## src/rtl/shift_rot_seq.sv

```systemverilog
// Iterative 32-bit right shift/rotate sequencer: 4-position steps while at
// least 4 positions remain, then 1-position steps, result returned with a done pulse.
module shift_rot_seq #(
  parameter int W  = 32,
  parameter int SW = 5
) (
  input  logic          clk,
  input  logic          rst_n,
  input  logic          start,
  input  logic          shift_rot,
  input  logic [SW-1:0] r,
  input  logic [W-1:0]  x,
  output logic          busy,
  output logic          done,
  output logic [W-1:0]  y
);

  // state | meaning
  // IDLE  | waiting for start; y holds the last result
  // SHIFT | stepping acc toward the result, cnt positions left
  typedef enum logic {IDLE = 1'b0, SHIFT = 1'b1} state_t;

  localparam logic [SW-1:0] STEP4 = SW'(4);
  localparam logic [SW-1:0] STEP1 = SW'(1);

  state_t        state, state_nx;
  logic [W-1:0]  acc;
  logic [SW-1:0] cnt;
  logic          mode;
  logic [W-1:0]  acc_sh4, acc_sh1;

  always_ff @(posedge clk or negedge rst_n) begin
    if (!rst_n) state <= IDLE;
    else        state <= state_nx;
  end

  always_comb begin
    state_nx = state;
    case (state)
      IDLE:    if (start) state_nx = SHIFT;
      SHIFT:   if (cnt == '0) state_nx = IDLE;
      default: state_nx = IDLE;
    endcase
  end

  always_comb begin
    busy = (state == SHIFT);
  end

  // Rotate feeds the bits leaving the LSB end back in at the MSB end.
  always_comb begin
    acc_sh4 = mode ? {acc[3:0], acc[W-1:4]} : {4'b0000, acc[W-1:4]};
    acc_sh1 = mode ? {acc[0], acc[W-1:1]}   : {1'b0, acc[W-1:1]};
  end

  always_ff @(posedge clk or negedge rst_n) begin
    if (!rst_n) begin
      acc  <= '0;
      cnt  <= '0;
      mode <= 1'b0;
      y    <= '0;
      done <= 1'b0;
    end else begin
      done <= 1'b0;
      case (state)
        IDLE: begin
          if (start) begin
            acc  <= x;
            cnt  <= r;
            mode <= shift_rot;
          end
        end
        SHIFT: begin
          if (cnt >= STEP4) begin
            acc <= acc_sh4;
            cnt <= cnt - STEP4;
          end else if (cnt != '0) begin
            acc <= acc_sh1;
            cnt <= cnt - STEP1;
          end else begin
            y    <= acc;
            done <= 1'b1;
          end
        end
        default: ;
      endcase
    end
  end

endmodule

```

## config.mk

```make
export PLATFORM = sky130hd
export DESIGN_NAME = shift_rot_seq
export DESIGN_NICKNAME = d
export VERILOG_FILES = /design/src/rtl/shift_rot_seq.sv
export SDC_FILE = /design/constraint.sdc
export NUM_CORES = 1
export LEC_CHECK = 0
export CAP_MARGIN = 5
export CORE_MARGIN = 1.5
export CORE_UTILIZATION = 55
export DETAILED_ROUTE_END_ITERATION = 8
export PLACE_DENSITY = 0.84
export SLEW_MARGIN = 20
export SYNTH_ARGS = -nofsm -noshare
export SYNTH_HDL_FRONTEND = slang
export SYNTH_SLANG_ARGS = --single-unit
```

## constraint.sdc

```tcl
create_clock -name clk -period 6.3 [get_ports clk]
set_input_delay 1.575 -clock clk [delete_from_list [all_inputs] [get_ports clk]]
set_output_delay 1.575 -clock clk [all_outputs]
set_load 0.03 [all_outputs]
```

; ---- After elaboration in Yosys (flattened, before gate mapping)
; Index checks and enable logic that the tools add are counted.
[totals]
in_bits = 41
regBits = 72
[classes]
n_lt_le_gt_ge = 1
n_bitwise = 3
n_addsub = 2
n_eq_ne = 2
reduce_logical = 5
muxes = 16
[ops]
columns = cell, count
row1 = $mux 32, 5
row2 = $pmux 32 s2, 1
row3 = $mux 5, 3
row4 = $pmux 5 s2, 1
row5 = $ge 5x3->1 const B, 1
row6 = $logic_not 5->1, 1
row7 = $mux 1, 5
row8 = $reduce_bool 5->1, 1
row9 = $sub 5x1->5 const B, 1
row10 = $sub 5x3->5 const B, 1
row11 = $reduce_and 2->1, 2
row12 = $ne 3x1->1 const B, 1
row13 = $not 1->1, 3
row14 = $reduce_and 3->1, 1
row15 = $ne 2x2->1 const B, 1
row16 = $pmux 1 s2, 1

; ---- Depth between registers and ports, before layout
; Gate-level depths: netlist of the first run.
[logic_depth]
word_depth = 4
mapped_depth = 8

; ---- Least setup slack after synthesis of the first run
; Ideal clock, no wire load.
[synth_timing]
kind = input -> register
start = input start
end = register cnt[2]
n_path_buf = 1
slack_ns = 4.020
t_arrival_ns = 2.197
path_stages = 4
required_ns = 6.217
setup_time_ns = 0.083
cell_sequence = o22ai_2 buf_2 nand2_1 o21ai_0
[synth_via]
elab_chain_cells = 2
[synth_lines]
columns = element, line_no
row1 = from (decl), 9  ; input logic start,
row2 = $ne 2x2->1 (no source line), --
row3 = $reduce_and 2->1 (no source line), --
row4 = to (signal assigned), 69  ; cnt <= r;
row5 = to (signal assigned), 76  ; cnt <= cnt - STEP4;
row6 = to (signal assigned), 79  ; cnt <= cnt - STEP1;
row7 = to (decl), 28  ; logic [SW-1:0] cnt;
; No other way between the ends.
; A chain may end at the register's enable or synchronous reset.

; ---- Worst setup path after layout of the first run
[layout_timing]
start = input start
end = register acc[2]
[layout_via]
elab_chain_cells = 2
[layout_lines]
columns = element, line_no
row1 = $ne 2x2->1 (no source line), --
row2 = $reduce_and 2->1 (no source line), --
row3 = to (signal assigned), 75  ; acc <= acc_sh4;
row4 = to (signal assigned), 78  ; acc <= acc_sh1;
row5 = to (decl), 27  ; logic [W-1:0] acc;
; No other way between the ends.

==> out/metrics.sh, run 1 <==
STATUS='finished clean'
SYNTH-SEQ-AREA-SHARE=0.495
AREA_GROWTH_SYN_TO_LAYOUT_PCT=25.2
INITIAL_CORE_UTIL=0.570
CLOCK_SINK_COUNT=72
STARTPOINT_TYPE='primary input'
WIRE_LENGTH_OF_THE_FIRST_GLOBAL_ROUTING_PASS_UM=13600
FILLCELLCOUNT=478
POWER.CLOCK.FRACTION=0.173
VIAS_IN_THE_FIRST_GLOBAL_ROUTE=2761
SYNTH.MUX.AREA_FRACTION=0.102
POWER.STATIC_LEAKAGE_nW=2.03
PLACEDCELLCOUNT=496
CRIT_CHAIN='clkdlybuf4s50_1 > o22a_1 > o21ai_0 > o21ai_2'
POST-ROUTE-CELL-AREA_MM2=0.00455
FMAXACHIEVABLE_MHz=323
FINISH.NET_COUNT=475
COMBINATIONAL_FAMILY_WITH_THE_MOST_AREA_AFTER_SYNTHESIS='simple AND/OR/NAND/NOR gates'
REGAREA_MM2=0.00180
GRT_REMAINING_OVERFLOW=0
SYNTHESIZED_AREA_FRACTION_OCCUPIED_BY_ADDER_CELLS=0.0138
TIMING.CRITICAL_PATH.MAX_DELAY_FAMILY='compound AO/OA/AOI/OAI gates'
NUMCTSBUFFERS=9
FIN_WORST_SKEW_NS=0.00737
TOP_LEVEL_I_O_COUNT=75
NUM_ANTENNA_CELLS=0
CLOCK_INSERTION_DELAY_WORST_SKEW_NS=0.35
MULTIINPUTGATEAREA_MM2=0.00164
ROUTED_VIA_DENSITY=5.81
SYNTH.LIB_CELLS_USED.DISTINCT=39
POSTSYNTHREGISTERBITS=72
CHIPHEIGHT_UM=84.3
FINAL_MIN_PERIOD_NS=3.10
TRITONCTS_CLOCK_TREE='done'
DETAILEDPLACEMENTHPWL_UM=5370
FINAL_SLEW_VIOLATIONS=0
HTREEDEPTH=3
UNREPAIRED_SETUP_ENDPOINTS_AFTER_GLOBAL_ROUTING='false'
AVERAGE_WIRE_PER_CELL_IN_THE_ROUTED_DESIGN_UM=16.1
DETAILED_PLACE.AREA_MM2=0.00433
TIMING.CRITICAL_PATH.FANOUT_MAX=32
SYNTHESIZED_NETS=409
DRT-INITIAL-DRC-COUNT=332
CP_SLOWEST_STAGE_DELAY_NS=0.76
SYNTH_TOP_FLOP_CELL='sky130_fd_sc_hd__dfrtp_1'
POSTROUTEANTENNANETS=0
YOSYSTOPAREACELL='sky130_fd_sc_hd__dfrtp_1'
ROUTED-WL-MET3_UM=533
ASYNCSETRESETFLOPFRACSYNTH=1.00
SYNTH-EDFF-COUNT=0
TOP_LAYER_USED_BY_DETAILED_ROUTING='met4'
DATA_ARRIVAL_TIME_OF_THE_WORST_PATH_NS=3.37
FINAL-HOLD-VIOLATION-COUNT=0
CELLPOWERDENSITY_mW_PER_MM2=515
MAXIMUM_NUMBER_OF_PINS_ON_ONE_NET_BEFORE_GLOBAL_ROUTE_REPAIR=77
CTSHOLDBUFFERS=0
SYNTHSIMPLEGATEAREAFRAC=0.178
YOSYS_WARNINGS=0
AVGSYNTHCELLAREA_UM2=10.0
DETAIL_ROUTE.WIRELENGTH.MET1_UM=3460
CTS.ROOT.BUFFER_CELL='sky130_fd_sc_hd__clkbuf_8'
SWSHARE=0.407
GRT_ANTENNA_BEFORE_REPAIR=0
CLOCK_TREE.BUFFER_DEPTH=2
SYNTH-XOR-AREA-SHARE=0
CTS.REPAIR.RESIZED=0
GP_CONGESTION=0.803
AREA_ENCLOSED_BY_THE_DIE_BOUNDARY_MM2=0.00711
PORT_BUFFERS=74
DETAILROUTE.VIA_COUNT=2976
CLK_PIN_SLEW_NS=0.07
MAXSLEWHEADROOM=0.397
POWER.IR.VDD_WORST_uV=284
ROUTED_WIRELENGTH_UM=8220
SEQPWRFRAC=0.352
WORST-PATH-BUF-INV=1
DETAILROUTE.WIRELENGTH.MET2_UM=4060
LAYOUT_WORST_PATH_CYCLE_SHARE=0.492
SHARE_COMB_OF_TOTAL_POWER=0.475
CORE_MM2=0.00639
SYNTH_AREA_MM2=0.00364
DR.PASS1.ITERS=5
WORST_SLEW_PIN_TRAN_NS=0.904
WORST_PATH_MAX_DELAY_CELL='sky130_fd_sc_hd__o22a_1'
CTS_POST_SETUP_BUFFERS_INSERTED=0
P_INT_W=0.00139
P_SW_W=0.000954
ROWS=29
SETUP-VIOLATIONS-FINAL=0
INSTANCES_NO_FILL=512
MAXCAPVIOLATIONS=0
WORST_SETUP_PATH_END_KIND='flop'
LAYOUT-DRIVE-GT1-SHARE=0.143
CRIT_TYPE='primary input to flop'
TRACK_USAGE=0.243
DIE_W_UM=84.3
SYNTH_TOP_AREA_FRAC=0.495
TOTALNEGATIVESETUPSLACK_NS=0
SYN-INSTANCE-COUNT=364
COMPOUND_GATE_PORTION_OF_THE_SYNTHESIZED_AREA=0.157
HOLD_REMOVAL_PATH_CLASS='flop to flop'
POST_SYNTH_MAIN_AREA_CONTRIBUTORS='sky130_fd_sc_hd__dfrtp_1, sky130_fd_sc_hd__nand2_1, sky130_fd_sc_hd__mux2_1'
DRCVIOLATIONCOUNT=0
CRIT_REQUIRED_NS=6.57
-- placed cells by master (no fill, tap or decap), types with 10 or more instances in the layout --
cell type / Yosys / layout
sky130_fd_sc_hd__mux2_1: 19 / 19
sky130_fd_sc_hd__mux2_2: 14 / 14
sky130_fd_sc_hd__o21ai_2: 21 / 21
sky130_fd_sc_hd__clkdlybuf4s50_1: 0 / 73
sky130_fd_sc_hd__clkbuf_8: 0 / 10
sky130_fd_sc_hd__and3_1: 31 / 31
sky130_fd_sc_hd__dfrtp_1: 72 / 72
sky130_fd_sc_hd__nand2_1: 98 / 98
sky130_fd_sc_hd__o21ai_0: 37 / 37
-- metal layers --
metal / vias up / track usage
met5: - / 0
met4: 0 / 0.0982
met3: 17 / 0.0442
met2: 117 / 0.383
met1: 1446 / 0.337
li1: 1396 / -
-- flip-flops by register name, indices dropped and copies added (netlist names) --
name / cells
acc: 32
done: 1
mode: 1
busy: 1
cnt: 5
y: 32
-- worst reg2reg max path, cell delays in order (launching register included) --
cell and delay (ns):
sky130_fd_sc_hd__dfrtp_1 0.44, sky130_fd_sc_hd__inv_1 0.12, sky130_fd_sc_hd__ha_1 0.27, sky130_fd_sc_hd__a2111o_1 0.43
sky130_fd_sc_hd__buf_4 0.27, sky130_fd_sc_hd__nor2_8 0.50, sky130_fd_sc_hd__mux2_1 0.43
-- power by group through the flow --
stage / combinational [W] / clock, W / sequential [W]
after floorplan: 0.000683 / 0 / 0.000936
after global placement: 0.00107 / 0 / 0.000823
after detailed placement: 0.00111 / 0 / 0.000832
after CTS: 0.00112 / 0.000410 / 0.000825
after global routing: 0.00122 / 0.000434 / 0.000852
final: 0.00112 / 0.000406 / 0.000826
-- area by class of cell --
| class | count | area share |
|---|---|---|
| clock buffer | 10 | 0.0302 |
| clock inverter | 6 | 0.0181 |
| inverter | 6 | 0.00495 |
| multi-input combinational | 262 | 0.360 |
| sequential | 72 | 0.396 |
| tap | 77 | 0.0212 |
| timing repair buffer | 79 | 0.170 |
-- synth_stat cells, types with 2 or more instances --
library cell               instances
sky130_fd_sc_hd__nand2_1          98
sky130_fd_sc_hd__dfrtp_1          72
sky130_fd_sc_hd__o21ai_0          37
sky130_fd_sc_hd__and3_1           31
sky130_fd_sc_hd__o21ai_2          21
sky130_fd_sc_hd__mux2_1           19
sky130_fd_sc_hd__mux2_2           14
sky130_fd_sc_hd__clkbuf_1         11
sky130_fd_sc_hd__inv_1             6
sky130_fd_sc_hd__nand3_1           6
sky130_fd_sc_hd__a21oi_1           5
sky130_fd_sc_hd__buf_2             5
sky130_fd_sc_hd__o21ai_1           5
sky130_fd_sc_hd__buf_6             4
sky130_fd_sc_hd__ha_1              4
sky130_fd_sc_hd__buf_12            2
sky130_fd_sc_hd__nand4_1           2
-- kinds of logic (layout without fill, tap and decap cells) --
family,count (synthesis),after routing
buf+inv,30,101
fa+ha+maj,4,4
simple gates,142,142
mux,33,33
flops,72,72
compound gates,83,83
-- final timing paths --
check                            start      to  slack, ns  cells past startpoint
worst max-delay path             start  acc[2]       3.20                      4
worst min-delay path              y[2]    y[2]       0.49                      1
worst max register to register  cnt[3]   y[25]       3.71                      6
worst min register to register    y[2]    y[2]       0.49                      1
max in group asynchronous        rst_n  acc[0]       4.29                      2
min in group asynchronous        rst_n  cnt[2]       1.43                      2
-- per-stage QoR --
step | hold slack (ns) | total power (W) | util | setup WS [ns]
2_1_floorplan | 0.487 | 0.00162 | - | 4.02
3_3_place_gp | 0.466 | 0.00189 | 0.679 | 2.90
3_5_place_dp | 0.474 | 0.00194 | 0.679 | 2.82
4_1_cts | 0.491 | 0.00235 | 0.713 | 3.18
5_1_grt | 0.512 | 0.00250 | 0.713 | 3.02
6_report | 0.485 | 0.00235 | 0.713 | 3.20
Power figures use the tool's default switching activity.
==> inputs of run 2 (changes only) <==
--- a/config.mk
+++ b/config.mk
@@ -7,9 +7,9 @@
 export LEC_CHECK = 0
 export CAP_MARGIN = 5
 export CORE_MARGIN = 1.5
-export CORE_UTILIZATION = 55
+export CORE_UTILIZATION = 46
 export DETAILED_ROUTE_END_ITERATION = 8
-export PLACE_DENSITY = 0.84
+export PLACE_DENSITY = 0.75
 export SLEW_MARGIN = 20
 export SYNTH_ARGS = -nofsm -noshare
 export SYNTH_HDL_FRONTEND = slang
==> constraint.sdc (replaced) <==
create_clock -name clk -period 2.6 [get_ports clk]
set_input_delay 0.65 -clock clk [delete_from_list [all_inputs] [get_ports clk]]
set_output_delay 0.65 -clock clk [all_outputs]
set_load 0.03 [all_outputs]
==> out/metrics.sh, run 2 (synthesized netlist as in run 1, its figures left out) <==
AVERAGE_WIRE_PER_CELL_IN_THE_ROUTED_DESIGN_UM=15.2  # -5.7%
DR.PASS1.ITERS=4  # -1
POWER.IR.VDD_WORST_uV=586  # +110%
R2R_CELLS=6  # unchanged
CLOCK_SINK_COUNT=72  # unchanged
DETAILEDPLACEMENTHPWL_UM=5650  # +5.2%
ROWS=32  # +10%
CTS_POST_SETUP_BUFFERS_INSERTED=0  # unchanged
TRITONCTS_CLOCK_TREE='done'
CRIT_TYPE='flop to flop'
WORST_PATH_MAX_DELAY_CELL='sky130_fd_sc_hd__a2111o_1'
CP-STARTPOINT='cnt[3]'
TIMING.CRITICAL_PATH.FANOUT_MAX=19  # -41%
POWER.STATIC_LEAKAGE_nW=2.06  # +1.3%
FIN_TOTAL_PWR_W=0.00562  # +140%
CP_SLOWEST_STAGE_DELAY_NS=0.52  # -0.24 ns
CORE_MM2=0.00769  # +20%
FINAL_SLEW_VIOLATIONS=0  # unchanged
FIN_WORST_SKEW_NS=0.00910  # +0.00173 ns
HOLD_REMOVAL_PATH_CLASS='primary input to asynchronous set/reset pin'
WORST_SETUP_PATH_END_KIND='flop'
CRIT_REQUIRED_NS=2.82  # -3.75 ns
HTREEDEPTH=3  # unchanged
WIRE_LENGTH_OF_THE_FIRST_GLOBAL_ROUTING_PASS_UM=13800  # +1.6%
WORST_HOLD_SLACK_NS=0.350  # -0.135 ns
CTS.ROOT.BUFFER_CELL='sky130_fd_sc_hd__clkbuf_8'
REGAREA_MM2=0.00180  # about the same
AREA_ENCLOSED_BY_THE_DIE_BOUNDARY_MM2=0.00845  # +19%
ROUTED_VIA_DENSITY=5.38  # -7.5%
FINISH.NET_COUNT=482  # +1.5%
UNREPAIRED_SETUP_ENDPOINTS_AFTER_GLOBAL_ROUTING='false'
NUMCTSBUFFERS=9  # unchanged
DATA_ARRIVAL_TIME_OF_THE_WORST_PATH_NS=2.49  # -0.88 ns
POST-ROUTE-CELL-AREA_MM2=0.00463  # +1.6%
WORST-PATH-BUF-INV=2  # +1
MAXSLEWHEADROOM=0.665  # +0.267
STATUS='finished clean'
CRIT_CHAIN='inv_1 > ha_1 > a2111o_1 > nor2_8 > buf_4 > mux2_2'
DRCVIOLATIONCOUNT=0  # unchanged
MAXIMUM_NUMBER_OF_PINS_ON_ONE_NET_BEFORE_GLOBAL_ROUTE_REPAIR=44  # -43%
CLK_PIN_SLEW_NS=0.08  # about the same
CELLPOWERDENSITY_mW_PER_MM2=1220  # +140%
VIAS_IN_THE_FIRST_GLOBAL_ROUTE=2821  # +2.2%
FILLCELLCOUNT=670  # +40%
AREA_GROWTH_SYN_TO_LAYOUT_PCT=27.2
RRSETUPSLACK_NS=0.33  # -3.38 ns
WORST_SLEW_PIN_TRAN_NS=0.503  # -0.401 ns
LAYOUT.CELLS.MOST_COMMON='sky130_fd_sc_hd__nand2_1'
STARTPOINT_TYPE='flop'
GRT_ANTENNA_BEFORE_REPAIR=0  # unchanged
LAYOUT-DRIVE-GT1-SHARE=0.156  # +0.0139
PORT_BUFFERS=74  # unchanged
REG2REG_FROM='cnt[3]'
GP_CONGESTION=0.858  # +6.9%
FINAL-HOLD-VIOLATION-COUNT=0  # unchanged
MAXCAPVIOLATIONS=0  # unchanged
DETAILED_PLACE.AREA_MM2=0.00443  # +2.3%
TIMING.CRITICAL_PATH.MAX_DELAY_FAMILY='compound AO/OA/AOI/OAI gates'
DRT-INITIAL-DRC-COUNT=168  # -49%
INITIAL_CORE_UTIL=0.473  # -0.0964
GRT_REMAINING_OVERFLOW=0  # unchanged
LAYOUT.CELLS.MOST_COMMON_LIST='sky130_fd_sc_hd__nand2_1, sky130_fd_sc_hd__clkdlybuf4s50_1, sky130_fd_sc_hd__dfrtp_1'
REG2REG_TO='y[30]'
CTSHOLDBUFFERS=0  # unchanged
ROUTED_WIRELENGTH_UM=8230  # about the same
NUM_ANTENNA_CELLS=0  # unchanged
LAYOUT_WORST_PATH_CYCLE_SHARE=0.872
BIGGESTREGSBYFLOPS='acc (32), y (32), cnt (5)'
SETUP-VIOLATIONS-FINAL=0  # unchanged
TRACK_USAGE=0.207  # -0.0360
TOP_LEVEL_I_O_COUNT=75  # unchanged
CLOCK_TREE.BUFFER_DEPTH=2  # unchanged
DETAILROUTE.VIA_COUNT=2921  # -1.8%
DIE_W_UM=91.9  # +9.0%
CTS.REPAIR.RESIZED=0  # unchanged
FMAXACHIEVABLE_MHz=441
CLOCK_INSERTION_DELAY_WORST_SKEW_NS=0.34  # about the same
MULTIINPUTGATEAREA_MM2=0.00164  # unchanged
POSTROUTEANTENNANETS=0  # unchanged
FINAL_CORE_UTIL=0.602  # -0.111
CHIPHEIGHT_UM=91.9  # +9.0%
TOTALNEGATIVESETUPSLACK_NS=0  # unchanged
FINAL_MIN_PERIOD_NS=2.27
run 2: cell count changes in the layout (fill, tap and decap cells not counted):
cell and change:
sky130_fd_sc_hd__clkinv_2 -1, sky130_fd_sc_hd__dfrtp_1 -1, sky130_fd_sc_hd__dfrtp_2 +1, sky130_fd_sc_hd__clkinvlp_4 -1, sky130_fd_sc_hd__clkinv_4 +2, sky130_fd_sc_hd__bufinv_16 -1, sky130_fd_sc_hd__buf_4 +6, sky130_fd_sc_hd__buf_12 +1
run 2: power breakdown:
part	switching (W)	internal, W
clock	0.000410	0.000464
combinational	0.00148	0.00126
sequential	0.000405	0.00159
total	0.00230	0.00332
run 2: worst max-delay path by stage:
stage	to	slack, ns	depth (start not counted)
floorplan	y[11]	0.51	7
global placement	y[30]	0.41	6
detailed placement	y[30]	0.36	6
CTS	y[30]	0.33	6
global route	y[30]	0.23	6
finish	y[30]	0.33	6
run 2: metrics by stage:
| stage | cells | setup slack [ns] |
|---|---|---|
| 2_1_floorplan | 364 | 0.513 |
| 3_3_place_gp | 528 | 0.412 |
| 3_5_place_dp | 528 | 0.357 |
| 4_1_cts | 543 | 0.331 |
| 5_1_grt | 543 | 0.228 |
| 6_report | 543 | 0.334 |
run 2: final cells by class:
type | count | share of cell area
tap | 102 | 0.0276
timing repair buffer | 86 | 0.181
clock buffer | 10 | 0.0297
clock inverter | 5 | 0.0124
inverter | 6 | 0.00487
multi-input combinational | 262 | 0.355
sequential | 72 | 0.390
run 2: worst register-to-register path, cell delays in order, from the launching register on:
cell and delay [ns]:
sky130_fd_sc_hd__dfrtp_1 0.45, sky130_fd_sc_hd__inv_1 0.13, sky130_fd_sc_hd__ha_1 0.27, sky130_fd_sc_hd__a2111o_1 0.52
sky130_fd_sc_hd__nor2_8 0.14, sky130_fd_sc_hd__buf_4 0.27, sky130_fd_sc_hd__mux2_2 0.37
run 2: metal layers:
layer / global-route usage / vias to the layer above / share of wire
met3: 0.0265 / 10 / 0.049
li1: - / 1411 / -
met1: 0.298 / 1415 / 0.46
met4: 0.0615 / 0 / 0.013
met5: 0 / - / 0
met2: 0.328 / 85 / 0.47
==> inputs of run 3 (changes only) <==
--- a/config.mk
+++ b/config.mk
@@ -6,7 +6,6 @@
 export NUM_CORES = 1
 export LEC_CHECK = 0
 export CAP_MARGIN = 5
-export CORE_MARGIN = 1.5
 export CORE_UTILIZATION = 46
 export DETAILED_ROUTE_END_ITERATION = 8
 export PLACE_DENSITY = 0.75
==> out/metrics.sh, run 3 (synthesized netlist as in run 1, its figures left out) <==
STATUS='finished clean'
GROUTE.LAYER.MET1.USAGE=0.294  # -0.00368
POWER.CLOCK.FRACTION=0.144  # -0.011
CLOCK_TREE.BUFFER_DEPTH=2  # unchanged
FIN_WORST_SKEW_NS=0.0128  # +0.00369 ns
R2R_CELLS=6  # unchanged
CRIT_TYPE='flop to flop'
LAYOUT.CELLS.MOST_COMMON='sky130_fd_sc_hd__nand2_1'
AREA_GROWTH_SYN_TO_LAYOUT_PCT=26.4
NUM_ANTENNA_CELLS=0  # unchanged
SEQPWRFRAC=0.364  # +0.008
FINAL_SLEW_VIOLATIONS=0  # unchanged
POST-ROUTE-CELL-AREA_MM2=0.00460  # -0.62%
DRT-INITIAL-DRC-COUNT=131  # -22%
RRSETUPSLACK_NS=0.35  # +0.02 ns
SWSHARE=0.422  # +0.0133
CTS.ROOT.BUFFER_CELL='sky130_fd_sc_hd__clkbuf_8'
AVERAGE_WIRE_PER_CELL_IN_THE_ROUTED_DESIGN_UM=15.3  # +1.0%
AREA_ENCLOSED_BY_THE_DIE_BOUNDARY_MM2=0.00827  # -2.2%
CHIPHEIGHT_UM=90.9  # -1.1%
TRACK_USAGE=0.215  # +0.00813
CP-STARTPOINT='cnt[3]'
CP_SLOWEST_STAGE_DELAY_NS=0.52  # about the same
MAXCAPVIOLATIONS=0  # unchanged
WIRE_LENGTH_OF_THE_FIRST_GLOBAL_ROUTING_PASS_UM=13900  # +0.45%
REG2REG_FROM='cnt[3]'
REG2REG_TO='y[23]'
HTREEDEPTH=3  # unchanged
LAYOUT_WORST_PATH_CYCLE_SHARE=0.865  # -0.00647
TIMING.CRITICAL_PATH.TO='y[23]'
GRT_USE_MET2=0.339  # +0.0112
MULTIINPUTGATEAREA_MM2=0.00164  # unchanged
TOP_LEVEL_I_O_COUNT=75  # unchanged
FMAXACHIEVABLE_MHz=445  # +0.75%
P_SW_W=0.00233  # +1.3%
POWER.IR.VDD_WORST_uV=482  # -18%
TIMING.CRITICAL_PATH.FANOUT_MAX=19  # unchanged
HOLD_REMOVAL_PATH_CLASS='primary input to asynchronous set/reset pin'
CLK_PIN_SLEW_NS=0.09  # about the same
TOTALNEGATIVESETUPSLACK_NS=0  # unchanged
BUSIEST_LAYER='met2'
DR.PASS1.ITERS=4  # unchanged
CLOCK_INSERTION_DELAY_WORST_SKEW_NS=0.36  # +0.02 ns
GRT_REMAINING_OVERFLOW=0  # unchanged
ROUTED_WIRELENGTH_UM=8310  # +1.0%
GLOBAL_ROUTE_TRACK_USAGE_ON_MET3=0.0276  # +0.00110
CELLPOWERDENSITY_mW_PER_MM2=1200  # -1.2%
FINISH.NET_COUNT=481  # -0.21%
UNREPAIRED_SETUP_ENDPOINTS_AFTER_GLOBAL_ROUTING='false'
WORST_SLEW_PIN_TRAN_NS=0.455  # -0.0476 ns
REGAREA_MM2=0.00180  # unchanged
MAXSLEWHEADROOM=0.689  # +0.0239
FINAL_MIN_PERIOD_NS=2.25  # -0.0168 ns
WORST_SETUP_PATH_END_KIND='flop'
DRCVIOLATIONCOUNT=0  # unchanged
DATA_ARRIVAL_TIME_OF_THE_WORST_PATH_NS=2.48  # about the same
INITIAL_CORE_UTIL=0.473  # unchanged
CORE_MM2=0.00769  # unchanged
GRT_ANTENNA_BEFORE_REPAIR=0  # unchanged
NUMCTSBUFFERS=9  # unchanged
CTSHOLDBUFFERS=0  # unchanged
CTS.REPAIR.RESIZED=0  # unchanged
CRIT_REQUIRED_NS=2.83  # about the same
DETAILEDPLACEMENTHPWL_UM=5620  # -0.61%
BIGGESTREGSBYFLOPS='acc (32), y (32), cnt (5)'
LAYOUT.CELLS.MOST_COMMON_LIST='sky130_fd_sc_hd__nand2_1, sky130_fd_sc_hd__clkdlybuf4s50_1, sky130_fd_sc_hd__dfrtp_1'
SHARE_COMB_OF_TOTAL_POWER=0.492  # +0.003
POSTROUTEANTENNANETS=0  # unchanged
FINAL-HOLD-VIOLATION-COUNT=0  # unchanged
FILLCELLCOUNT=683  # +1.9%
POWER.STATIC_LEAKAGE_nW=2.04  # -1.1%
TRITONCTS_CLOCK_TREE='done'
GP_CONGESTION=0.851  # -0.73%
CTS_POST_SETUP_BUFFERS_INSERTED=0  # unchanged
ROUTED_VIA_DENSITY=5.42  # +0.79%
DETAILED_PLACE.AREA_MM2=0.00442  # -0.17%
P_INT_W=0.00319  # -4.1%
ROWS=32  # unchanged
LAYOUT-DRIVE-GT1-SHARE=0.154  # -0.00227
WORST_PATH_MAX_DELAY_CELL='sky130_fd_sc_hd__a2111o_1'
MAXIMUM_NUMBER_OF_PINS_ON_ONE_NET_BEFORE_GLOBAL_ROUTE_REPAIR=73  # +66%
SETUP-VIOLATIONS-FINAL=0  # unchanged
STARTPOINT_TYPE='flop'
CRIT_CHAIN='inv_1 > ha_1 > a2111o_1 > nor2_8 > buf_4 > mux2_1'
VIAS_IN_THE_FIRST_GLOBAL_ROUTE=2776  # -1.6%
DETAILROUTE.VIA_COUNT=2944  # +0.79%
CLOCK_SINK_COUNT=72  # unchanged
PORT_BUFFERS=74  # unchanged
DIE_W_UM=90.9  # -1.1%
[run 3: changes by cell type in the layout (fill, tap and decap cells not counted), sizes merged]
cell / delta
clkinvlp: +2
buf: -1
bufinv: -1
[run 3: stage by stage]
step / cells / total power, W / hold slack, ns / utilization / setup WS, ns
floorplan: 364 / 0.00392 / 0.354 / - / 0.513
global placement: 527 / 0.00466 / 0.467 / 0.576 / 0.417
detailed placement: 527 / 0.00475 / 0.477 / 0.576 / 0.357
CTS: 543 / 0.00555 / 0.323 / 0.598 / 0.345
global route: 543 / 0.00590 / 0.331 / 0.598 / 0.248
finish: 543 / 0.00552 / 0.308 / 0.598 / 0.351
[run 3: worst min-delay path by stage]
| stage | depth (start not counted) | to | startpoint |
|---|---|---|---|
| 5_1_grt | 2 | acc[2] | rst_n |
| 6_report | 2 | acc[0] | rst_n |
| 3_5_place_dp | 1 | y[28] | y[28] |
| 3_3_place_gp | 1 | y[29] | y[29] |
| 2_1_floorplan | 0 | acc[0] | rst_n |
| 4_1_cts | 2 | acc[0] | rst_n |
[run 3: power by group through the flow]
stage | Sequential [W] | Clock (W) | Combinational (W)
2_1_floorplan | 0.00227 | 0 | 0.00165
3_3_place_gp | 0.00201 | 0 | 0.00266
3_5_place_dp | 0.00203 | 0 | 0.00273
4_1_cts | 0.00201 | 0.000809 | 0.00274
5_1_grt | 0.00208 | 0.000853 | 0.00297
6_report | 0.00201 | 0.000795 | 0.00272
[run 3: final cells by class]
class | instances | area share
flip-flops and latches | 72 | 0.392
well taps | 102 | 0.0278
repair buffers | 85 | 0.181
clock inverters | 6 | 0.0101
multi-input cells | 262 | 0.357
clock buffers | 10 | 0.0278
inverters | 6 | 0.00490
[run 3: critical path, delay by kind of cell (launching register included)]
| family | cells | cell delay [ns] |
|---|---|---|
| adders and majority gates | 1 | 0.26 |
| muxes | 1 | 0.36 |
| and+or+nand+nor | 1 | 0.13 |
| AOI/OAI and AO/OA | 1 | 0.52 |
| DFF | 1 | 0.45 |
| buffers and inverters | 2 | 0.40 |
[run 3: layer usage]
metal | share of wire | wire length [µm] | up-vias
met4 | 0.024 | 200 | 0
met2 | 0.48 | 3970 | 97
met3 | 0.040 | 332 | 16
met5 | 0 | 0 | -
li1 | - | - | 1403
met1 | 0.46 | 3810 | 1428
==> patch 1, RTL diff (config.mk and constraints of run 3) <==
Change the parameter `W` from 32 to 64.
--- a/src/rtl/shift_rot_seq.sv
+++ b/src/rtl/shift_rot_seq.sv
@@ -2,5 +2,5 @@
 // least 4 positions remain, then 1-position steps, result returned with a done pulse.
 module shift_rot_seq #(
-  parameter int W  = 32,
+  parameter int W  = 64,
   parameter int SW = 5
 ) (
Ports: changed (resized x and y); port bits go from 75 to 139. No check against the original RTL was run, so the function may have changed too.
==> patch 1 against run 3 <==
Routed wire length grew 100%; utilization grew 1.7 points; power grew 97%; combinational power grew 78%; worst setup slack lost 0.13 ns; area after synthesis grew 78%; sequential cell count grew 64; critical endpoint is now acc[12]; critical path depth grew 1; largest power group unchanged; final area grew 85%.
==> patch 1: results <==
INSERT INTO impl_metrics (metric_group, metric, value, unit) VALUES
('status', 'run_status', 'finished, final reports clean', ''),
('cells_and_area', 'final_nets', '892', ''),
('clocking', 'cts_max_level', '4', ''),
('detailed_routing', 'route.detailed.wl_per_inst', '16.7', 'microns'),
('cells_and_area', 'num-fill-cells', '1149', ''),
('global_routing', 'gr-usage-met2', '0.403', ''),
('clocking', 'clk-insertion-delay-late', '0.42', 'ns'),
('detailed_routing', 'met1_length', '7150', 'microns'),
('yosys', 'synth.yosys.seq_area_share', '0.525', ''),
('place', 'placed_cell_area', '7990', 'sq um'),
('yosys', 'synth_adder_area_share', '0.00772', ''),
('cells_and_area', 'fraction_of_final_layout_cells_sized_beyond_drive_strength_1', '0.0679', ''),
('place', 'placedCellCount', '976', ''),
('power', 'pleak', '3.71', 'nW'),
('timing', 'finalClockSkew', '0.0122', 'ns'),
('clocking', 'cts-buffers-inserted', '17', ''),
('yosys', 'share_of_the_synthesized_area_in_compound_gates_ao_oa_aoi_oai', '0.106', ''),
('detailed_routing', 'routed-via-count', '5554', ''),
('global_routing', 'grt_max_degree', '62', ''),
('global_routing', 'via_count_of_the_first_global_routing_pass', '5573', ''),
('global_routing', 'grt_use_met1', '0.316', ''),
('setup_path', 'maximum_net_fanout_on_the_critical_path', '23', ''),
('timing', 'hold_ws', '0.144', 'ns'),
('place', 'port-buffer-count', '138', ''),
('detailed_routing', 'detailroute.wirelength.met2', '8280', 'microns');
[patch 1: changes by cell type after synthesis, sizes merged, moves of 3 or more]
cell    delta
dfrtp     +64
nor2       +6
mux2i     +61
o21ai     -58
nand2    +163
mux2      -32
and2       +3
buf       +21
o211ai    +61
and3      -31
nand3     +54
clkbuf     +6
[patch 1: worst max-delay path: stages, from the launching register on]
cell      delay (ns)
dfrtp_1         0.41
inv_1           0.16
ha_1            0.30
nand4b_1        0.34
o21ai_4         0.53
buf_4           0.35
nand2_1         0.11
o211ai_1        0.10
[patch 1: path summary, 6_finish.rpt]
check | start | to | slack, ns | depth (start not counted)
max in group asynchronous | rst_n | acc[31] | 1.77 | 2
worst max register to register | cnt[0] | acc[12] | 0.22 | 7
worst max-delay path | cnt[0] | acc[12] | 0.22 | 7
worst min register to register | y[20] | y[20] | 0.46 | 2
worst min-delay path | rst_n | y[51] | 0.14 | 1
min in group clk | y[20] | y[20] | 0.46 | 2
[patch 1: through the flow]
step | setup slack [ns] | total power, mW
finish | 0.224 | 10.9
global route | 0.101 | 11.6
CTS | 0.252 | 10.9
detailed placement | 0.257 | 8.76
global placement | 0.420 | 8.55
floorplan | 0.686 | 7.04
[patch 1: power by group]
part | internal (mW) | switching, mW
clock | 1.31 | 0.829
sequential | 3.06 | 0.824
combinational | 2.13 | 2.73
[patch 1: area by class of cell]
cell class	instances	area, sq um	share of cell area
Timing Repair Buffer	161	1590	0.187
Tap cell	180	225	0.0265
Multi-Input combinational cell	492	2740	0.323
Clock inverter	5	50.0	0.00589
Clock buffer	24	462	0.0543
Inverter	7	26.3	0.00309
Sequential cell	136	3400	0.400
==> patch 2, RTL diff (config.mk and constraints of run 3) <==
Without the edit above. Make the reset (`rst_n`) synchronous in 2 clocked blocks.
--- a/src/rtl/shift_rot_seq.sv
+++ b/src/rtl/shift_rot_seq.sv
@@ -30,5 +30,5 @@
   logic [W-1:0]  acc_sh4, acc_sh1;
 
-  always_ff @(posedge clk or negedge rst_n) begin
+  always_ff @(posedge clk) begin
     if (!rst_n) state <= IDLE;
     else        state <= state_nx;
@@ -54,5 +54,5 @@
   end
 
-  always_ff @(posedge clk or negedge rst_n) begin
+  always_ff @(posedge clk) begin
     if (!rst_n) begin
       acc  <= '0;
Function: differs if rst_n is asserted again (counterexample within 4 cycles, from zero or initial values and one cycle with rst_n low); with rst_n held inactive, the same outputs for 4 cycles.
==> patch 2 against run 3 <==
Final area down 8.6%; area after synthesis down 12%; via count up 3.3%; final cell count down 2.8%; routed wire length down 2.3%; sequential cell count unchanged; die area down 12%; fmax up 7.3%; non-clock buffer count up 3; worst setup slack better by 0.15 ns; critical endpoint is now cnt[0].
Power is not compared: it rests on default switching activity, and its combinational part moved more than twofold at a synthesized area within 25%.
==> patch 2: results <==
INSERT INTO impl_metrics (metric_group, metric, value, unit) VALUES
('setup_path', 'worst_path_max_delay_cell', 'a2111oi_4', ''),
('cells_and_area', 'final_nets', '491', ''),
('cells_and_area', 'multi_input_comb_cells', '271', ''),
('yosys', 'yosys.cell_types.count', '38', ''),
('cells_and_area', 'num-fill-cells', '584', ''),
('cells_and_area', 'multi_input_gate_share_of_the_layout_cell_area', '0.378', ''),
('cells_and_area', 'layoutNonFillerInstCount', '528', ''),
('cells_and_area', 'clock_buffers', '12', ''),
('cells_and_area', 'number_of_sequential_cells', '72', ''),
('yosys', 'synthesis.instances', '380', ''),
('status', 'run_status', 'finished, final reports clean', ''),
('setup_path', 'worst_ep_arrival_time', '2.36', 'ns'),
('yosys', 'synth.area.top_cells', 'dfxtp_1 (45%), nand2_1 (15%), o221ai_1 (8.2%)', ''),
('place', 'hpwl', '5460', 'microns'),
('setup_path', 'maximum_net_fanout_on_the_critical_path', '8', ''),
('cells_and_area', 'fin_area', '4200', 'sq um'),
('yosys', 'synth.yosys.seq_area_share', '0.452', ''),
('global_routing', 'via_count_of_the_first_global_routing_pass', '2654', ''),
('clocking', 'clk_pin_slew_worst_paths', '0.07', 'ns'),
('place', 'place.gp.congestion', '0.820', '');
[patch 2: cell count changes after synthesis, moves of 4 or more]
cell,before,now
o21ai_0,37,6
buf_6,4,0
dfxtp_1,0,72
dfrtp_1,72,0
and3_1,31,2
mux2_2,14,0
o221ai_1,1,30
a31oi_1,1,31
clkbuf_1,11,22
mux2_1,19,1
nand2_1,98,124
a21boi_1,0,34
o21ai_2,21,0
[patch 2: logic make-up after synthesis]
| group | after synthesis | synth area share |
|---|---|---|
| and+or+nand+nor | 144 | 0.186 |
| AOI/OAI and AO/OA | 120 | 0.286 |
| DFF | 72 | 0.452 |
| buffers and inverters | 37 | 0.0502 |
| adders and majority gates | 4 | 0.0157 |
| muxes | 3 | 0.00981 |
[patch 2: per-layer routing]
layer,share of wire,track usage
met5,0,0
met4,0.0082,0.0636
met3,0.076,0.0642
met2,0.44,0.343
met1,0.47,0.322
